==> src/rtl/uart_tx_frame_arbiter.sv <==
`default_nettype none
// ============================================================================
// Module      : uart_tx_frame_arbiter
// Description : Round-robin arbiter sharing one byte-wide UART transmitter;
//               sends SYNC, ID, payload and XOR checksum per granted frame.
// Revision    : 1.0 - initial release
// ============================================================================
module uart_tx_frame_arbiter #(
    parameter int         NUM_REQ      = 2,
    parameter int         FRAME_BYTES  = 2,
    parameter logic [7:0] SYNC_BYTE    = 8'hA5,
    parameter int         BUSY_TIMEOUT = 15
) (
    input  logic                               clk,
    input  logic                               rst,
    input  logic [NUM_REQ-1:0]                 req,
    input  logic [NUM_REQ*FRAME_BYTES*8-1:0]   frame_data,
    input  logic [1:0]                         baud_sel_in,
    output logic [NUM_REQ-1:0]                 ack,
    output logic [NUM_REQ-1:0]                 done,
    output logic                               busy,
    output logic                               tx_start,
    output logic [7:0]                         tx_data,
    input  logic                               tx_busy,
    output logic [1:0]                         baud_sel,
    output logic [7:0]                         retry_count
);

    localparam int c_reqW     = (NUM_REQ > 1) ? $clog2(NUM_REQ) : 1;
    localparam int c_payW     = FRAME_BYTES * 8;
    localparam int c_frameLen = FRAME_BYTES + 3;
    localparam int c_idxW     = $clog2(c_frameLen);
    localparam int c_timerW   = (BUSY_TIMEOUT > 1) ? $clog2(BUSY_TIMEOUT + 1) : 1;

    localparam logic [c_idxW-1:0]   c_lastIdx  = c_idxW'(c_frameLen - 1);
    localparam logic [c_timerW-1:0] c_timerEnd = c_timerW'(BUSY_TIMEOUT - 1);
    localparam logic [NUM_REQ-1:0]  c_one      = NUM_REQ'(1);

    localparam logic [1:0] c_stIdle   = 2'd0;
    localparam logic [1:0] c_stSend   = 2'd1;
    localparam logic [1:0] c_stWaitHi = 2'd2;
    localparam logic [1:0] c_stWaitLo = 2'd3;

    logic [1:0]          r_state;
    logic [c_reqW-1:0]   r_last;
    logic [c_reqW-1:0]   r_winner;
    logic [c_idxW-1:0]   r_idx;
    logic [c_timerW-1:0] r_timer;
    logic [7:0]          r_frame [c_frameLen];

    logic [c_reqW-1:0]   w_win;
    int                  w_bestDist;
    logic [c_payW-1:0]   w_payload;
    logic [7:0]          w_id;
    logic [7:0]          w_checksum;

    // Distance 0 is the requester just after the last winner
    always_comb begin
        w_win      = '0;
        w_bestDist = NUM_REQ;
        for (int i = 0; i < NUM_REQ; i++) begin
            if (req[i] && (((i - int'(r_last) - 1 + 2 * NUM_REQ) % NUM_REQ) < w_bestDist)) begin
                w_bestDist = (i - int'(r_last) - 1 + 2 * NUM_REQ) % NUM_REQ;
                w_win      = c_reqW'(i);
            end
        end
    end

    always_comb begin
        w_payload = '0;
        for (int i = 0; i < NUM_REQ; i++) begin
            if (w_win == c_reqW'(i)) begin
                w_payload = frame_data[i*c_payW +: c_payW];
            end
        end
    end

    assign w_id = 8'(w_win);

    always_comb begin
        w_checksum = w_id;
        for (int j = 0; j < FRAME_BYTES; j++) begin
            w_checksum = w_checksum ^ w_payload[j*8 +: 8];
        end
    end

    always_ff @(posedge clk or negedge rst) begin
        if (!rst) begin
            r_state     <= c_stIdle;
            r_last      <= c_reqW'(NUM_REQ - 1);
            r_winner    <= '0;
            r_idx       <= '0;
            r_timer     <= '0;
            ack         <= '0;
            done        <= '0;
            busy        <= 1'b0;
            tx_start    <= 1'b0;
            tx_data     <= '0;
            baud_sel    <= 2'b00;
            retry_count <= '0;
            for (int j = 0; j < c_frameLen; j++) begin
                r_frame[j] <= '0;
            end
        end else begin
            ack      <= '0;
            done     <= '0;
            tx_start <= 1'b0;
            case (r_state)
                c_stIdle: begin
                    baud_sel <= baud_sel_in;
                    if (|req) begin
                        r_frame[0] <= SYNC_BYTE;
                        r_frame[1] <= w_id;
                        for (int j = 0; j < FRAME_BYTES; j++) begin
                            r_frame[j+2] <= w_payload[j*8 +: 8];
                        end
                        r_frame[c_frameLen-1] <= w_checksum;
                        r_winner <= w_win;
                        r_last   <= w_win;
                        r_idx    <= '0;
                        ack      <= c_one << w_win;
                        busy     <= 1'b1;
                        r_state  <= c_stSend;
                    end
                end
                c_stSend: begin
                    tx_start <= 1'b1;
                    tx_data  <= r_frame[r_idx];
                    r_timer  <= '0;
                    r_state  <= c_stWaitHi;
                end
                c_stWaitHi: begin
                    if (tx_busy) begin
                        r_state <= c_stWaitLo;
                    end else if (r_timer == c_timerEnd) begin
                        // Transmitter never acknowledged: resend the same byte
                        if (retry_count != 8'hFF) begin
                            retry_count <= retry_count + 8'd1;
                        end
                        r_state <= c_stSend;
                    end else begin
                        r_timer <= r_timer + c_timerW'(1);
                    end
                end
                c_stWaitLo: begin
                    if (!tx_busy) begin
                        if (r_idx == c_lastIdx) begin
                            done    <= c_one << r_winner;
                            busy    <= 1'b0;
                            r_state <= c_stIdle;
                        end else begin
                            r_idx   <= r_idx + c_idxW'(1);
                            r_state <= c_stSend;
                        end
                    end
                end
                default: r_state <= c_stIdle;
            endcase
        end
    end

endmodule
`default_nettype wire

==> config.mk <==
export PLATFORM = sky130hd
export DESIGN_NAME = uart_tx_frame_arbiter
export DESIGN_NICKNAME = d
export VERILOG_FILES = /design/src/rtl/uart_tx_frame_arbiter.sv
export SDC_FILE = /design/constraint.sdc
export NUM_CORES = 1
export LEC_CHECK = 0
export BUFFER_PORTS_ARGS = -buffer_cell sky130_fd_sc_hd__buf_2
export CAP_MARGIN = 20
export CORE_ASPECT_RATIO = 1.5
export CORE_MARGIN = 3
export CORE_UTILIZATION = 59
export DETAILED_ROUTE_END_ITERATION = 16
export MAX_ROUTING_LAYER = met4
export PLACE_DENSITY = 0.95
export SYNTH_ARGS = -nofsm -noshare
export SYNTH_HDL_FRONTEND = slang
export SYNTH_SLANG_ARGS = --single-unit
==> constraint.sdc <==
create_clock -name clk -period 2.94 [get_ports clk]
set_input_delay 0.588 -clock clk [delete_from_list [all_inputs] [get_ports clk]]
set_output_delay 0.588 -clock clk [all_outputs]
set_load 0.005 [all_outputs]
======== Word level (Yosys, flattened, before mapping) ========
Index checks and enable logic that the tools add are counted.
word-level totals
  bits in registers ....................... 60
  input port bits ......................... 39
  output and inout port bits .............. 24
  logic and storage cells ................. 90
operators by class
  $add $sub $neg .......................... 9
  $lt $le $gt $ge ......................... 3
  eq/ne operators ......................... 13
  shift operators ......................... 2
  multiplexer cells ....................... 29
  bitwise operators ....................... 6
  reduce and logical (&&, ||, !) cells .... 12
operators with widths
  cell                   count
  $lt A2 B32 Y1          1
  $mux W32               1
  $bmux W8 S3            1
  $mux W2                9
  $mux W16               1
  $mux W8                2
  $ne A2 B2 Y1 const B   6
  $reduce_and A4 Y1      3
  $add A3 B4 Y5 const B  2
  $mux W3                3
  $add A8 B1 Y8 const B  1
  $mux W4                2
  $ne A8 B8 Y1 const B   1
  $pmux W2 S4            1
  $pmux W4 S2            1
  $xor A1 B8 Y8          1
  $xor A8 B8 Y8          1
  $mux W1                6
  $pmux W3 S2            1
  $reduce_and A3 Y1      2
  $sub A2 B2 Y3 const B  2
  $add A4 B1 Y4 const B  1
  $eq A2 B2 Y1 const B   2
  $eq A4 B4 Y1 const B   1
  17 further kinds       22

======== Longest topological paths before layout ========
  depth after elaboration ................. 13
  mapped depth ............................ 7
  mapped depth without buffers ............ 6

======== Worst setup path after synthesis ========
No wires, ideal clock.
  kind .................................... input to register
  start ................................... input tx_busy
  end ..................................... register retry_count[7]
  library setup time ...................... 79 ps
  arrival ................................. 1513 ps
  required time ........................... 2861 ps
  path slack .............................. 1347 ps
  cell stages on the path ................. 4
  buffers on the path ..................... 0
  cells stage by stage .................... nand2b_4 > or4_4 > nor2_1 > xor2_1
between the ends
  cells in the longest elaborated chain, start to end .. 2
ends and longest elaborated chain
  what                         line  text
  start: declaration           24    input logic tx_busy,
  $not A1 Y1 (no line)         n/a
  $reduce_and A4 Y1 (no line)  n/a
  end signal: assignment       138   retry_count <= retry_count + 8'd1;
  end: declaration             26    output logic [7:0] retry_count
Every way passes these cells.
A chain may end at the register's enable or synchronous reset.

======== Final worst setup path ========
  start ................................... register r_timer[0]
  end ..................................... register retry_count[3]
between the ends
  cells in the longest elaborated chain, start to end .. 2
ends and longest elaborated chain
  what                         line  text
  start: declaration           48    logic [c_timerW-1:0] r_timer;
  start signal: assignment     142   r_timer <= r_timer + c_timerW'(1);
  $eq A4 B4 Y1                 135   end else if (r_timer == c_timerEnd) begin
  $reduce_and A4 Y1 (no line)  n/a
Every way passes these cells.

==> results.cfg <==
[cts]
holdBufCountCts = 0
numCtsBuffers = 9
max-clock-path-buffers = 2
cts.sinks = 60
clk_latency_ps = 350
htree_num_levels = 3
clockRootBuffer = clkbuf_8
cts_setup_buffers = 0
worst_setup_hold_path_clk_slew_ps = 70
cts.repair.resized = 0
cts_tree = done

[critical_path]
worstPathRequired_ps = 3210
cp-end-kind = register
max_stage_delay_ps = 520
maximum_fanout_count_along_the_critical_path = 5
crit_type = register to register
timing.critical_path.from_type = register
cp_slowest_cell = or4_4
timing.critical_path.cells = inv_1, ha_1, nand3_2, or4_4, nor2_1, xor2_1
critical_path_arrival_ps = 1980

[timing]
timing.final.max_slew_violations = 0
fmax_mhz = 584.8
min_period_ps = 1710
finalSetupViolCount = 0
finalHoldViolCount = 0
tightest_slew_ps = 570.1
post-route-period-util_pct = 58.16
grt_setup_unrepaired = false
final.setup_skew_ps = 6.655
setup_tns_ps = 0
maxSlewHeadroom_pct = 61.99

[power_and_ir_drop]
p_per_area_nw_per_um2 = 866.5
leakagePower_nw = 1.769
report.power.total_mw = 3.138
power.ir.vdd_worst_v = 0.0004826

[status]
status = finished clean

[yosys]
synthesis.instances = 313
ys_ff_latch = 60
synth_ff_type = dfrtp_1
ys_seq_area_share_pct = 49.24
yosys_warnings = 0
synth.top_cell.area_share_pct = 48.38
async_flop_share_pct = 100.0
synth_enable_flop_cells = 0
syn_area_um2 = 3052
yosysUniqueCellTypes = 45
postSynthAreaPerCell_um2 = 9.750
post-synth-top-area-cell = dfrtp_1
net_count_of_the_mapped_netlist = 357
synth.top_cells.by_area = dfrtp_1 48%, o21ai_0 5.9%, mux2i_1 5.6%

[route]
vias = 2441
antenna_violating_nets_post_route = 0
wl_per_cell_um = 13.89
post_route_wl_um = 6195
routed_via_density = 5.473
drc = 0
detail_route.iter0.violations = 131
detailedRoute.firstPassIterationCount = 4

[floorplan]
core_area_um2 = 4926
die_w_um = 64.72
initial_utilization_pct = 61.95
die_h_um = 94.08
rows = 31
io-pin-count = 63
die-area_um2 = 6089

[global_routing]
grt_antenna_before_repair = 0
grt_overflow_total = 0
grt_start_max_net_pins = 53
grt.total_usage_pct = 24.20
vias_in_the_first_global_route = 2422
grt_first_pass_wirelength_um = 10900

[place]
hpwlAfterDp_um = 4592
io_buffers = 62
routabilityCongestion = 0.8530

[worst_hold_path]
hold_path_class = primary input to async pin

[cells_and_area]
insertedDiodeCount = 0
drive_above_1_share_pct = 24.74
area_added_between_synthesis_and_finish_pct = 18.66
nets = 419

[flow_run]
max_cap_viol_count = 0
-- report_power, final --
| group | total, mW | switching [mW] | internal [mW] |
|---|---|---|---|
| clock network | 0.813 | 0.337 | 0.477 |
| registers | 1.36 | 0.245 | 1.12 |
| logic | 0.962 | 0.546 | 0.416 |
-- layout by cell type, fill, tap and decap left out, types with 4 or more instances in the layout --
cell	Yosys	final
dfrtp_1	59	59
mux2i_1	17	17
a21oi_1	22	22
nor3_1	4	4
xnor2_1	11	11
nor2_1	27	27
nand3_1	7	7
clkbuf_8	0	9
nand2_1	41	41
ha_1	5	5
a31oi_1	4	4
inv_1	8	8
xor2_1	11	11
buf_2	5	62
a22o_1	4	4
a22oi_1	4	4
o21ai_0	36	36
buf_4	2	4
-- cell usage after synthesis (all sizes together), types with 6 or more instances --
cell,number
inv,8
xnor2,11
nor2,27
clkbuf,7
nor3,6
nand3,8
a21oi,22
buf,8
dfrtp,59
nand2,41
xor2,11
mux2i,17
o21ai,37
-- kinds of logic after synthesis --
logic type,after synthesis,synth area share (%)
AOI/OAI and AO/OA,81,15.54
xor gates and xnor gates,22,6.314
adders and majority gates,5,2.050
buffers and inverters,23,3.526
DFF,60,49.24
muxes,21,7.421
and+or+nand+nor,101,15.91
-- registers in the layout, indices dropped and copies added (netlist names) --
| register | flops |
|---|---|
| r_frame | 26 |
| retry_count | 8 |
| tx_data | 8 |
| r_timer | 4 |
| r_idx | 3 |
| ack | 2 |
| baud_sel | 2 |
| done | 2 |
| r_state | 2 |
| busy | 1 |
| r_last | 1 |
| tx_start | 1 |
-- worst max-delay path: cells and delay by family, from the launching register on --
family / cells / cell delay, ps
buffers and inverters: 1 / 80
flip-flops: 1 / 420
AND/OR/NAND/NOR: 3 / 790
XOR/XNOR: 1 / 170
adder cells (fa/ha/maj): 1 / 160
-- cell type report --
cell class	instances	area (um^2)
clock buffers	10	127.6
clock inverters	6	88.84
fillers	386	1305
inverters	8	30.03
multi-input cells	230	1449
flip-flops and latches	60	1503
well taps	66	82.58
repair buffers	66	340.3
-- metal layers --
metal | track usage (%) | vias up | wire, um
met1 | 26.49 | 1159 | 2399
met2 | 40.99 | 61 | 3330
met3 | 4.671 | 13 | 254
met5 | - | - | 0
li1 | - | 1208 | -
met4 | 13.23 | 0 | 211
-- final timing paths --
path / cells after the start / end / slack (ps) / from
min: 1 / busy / 180 / rst
max reg2reg: 6 / retry_count[3] / 1230 / r_timer[0]
max: 6 / retry_count[3] / 1230 / r_timer[0]
min in group clk: 2 / baud_sel[0] / 460 / baud_sel_in[0]
min reg2reg: 2 / r_frame[10] / 480 / r_frame[10]
max in group asynchronous: 2 / r_frame[11] / 2110 / rst
-- stage by stage --
step                area (um^2)  std cells  util [%]  hold WS, ps  setup slack, ps
floorplan                  3052        313         -        292.4             1347
global placement           3405        430     69.11        457.0             1187
detailed placement         3405        430     69.11        467.4             1128
CTS                        3621        446     73.51        197.9             1208
global route               3621        446     73.51        215.2             1049
finish                     3621        446     73.51        181.3             1230
Note: power is estimated with default switching activity, not from simulation.
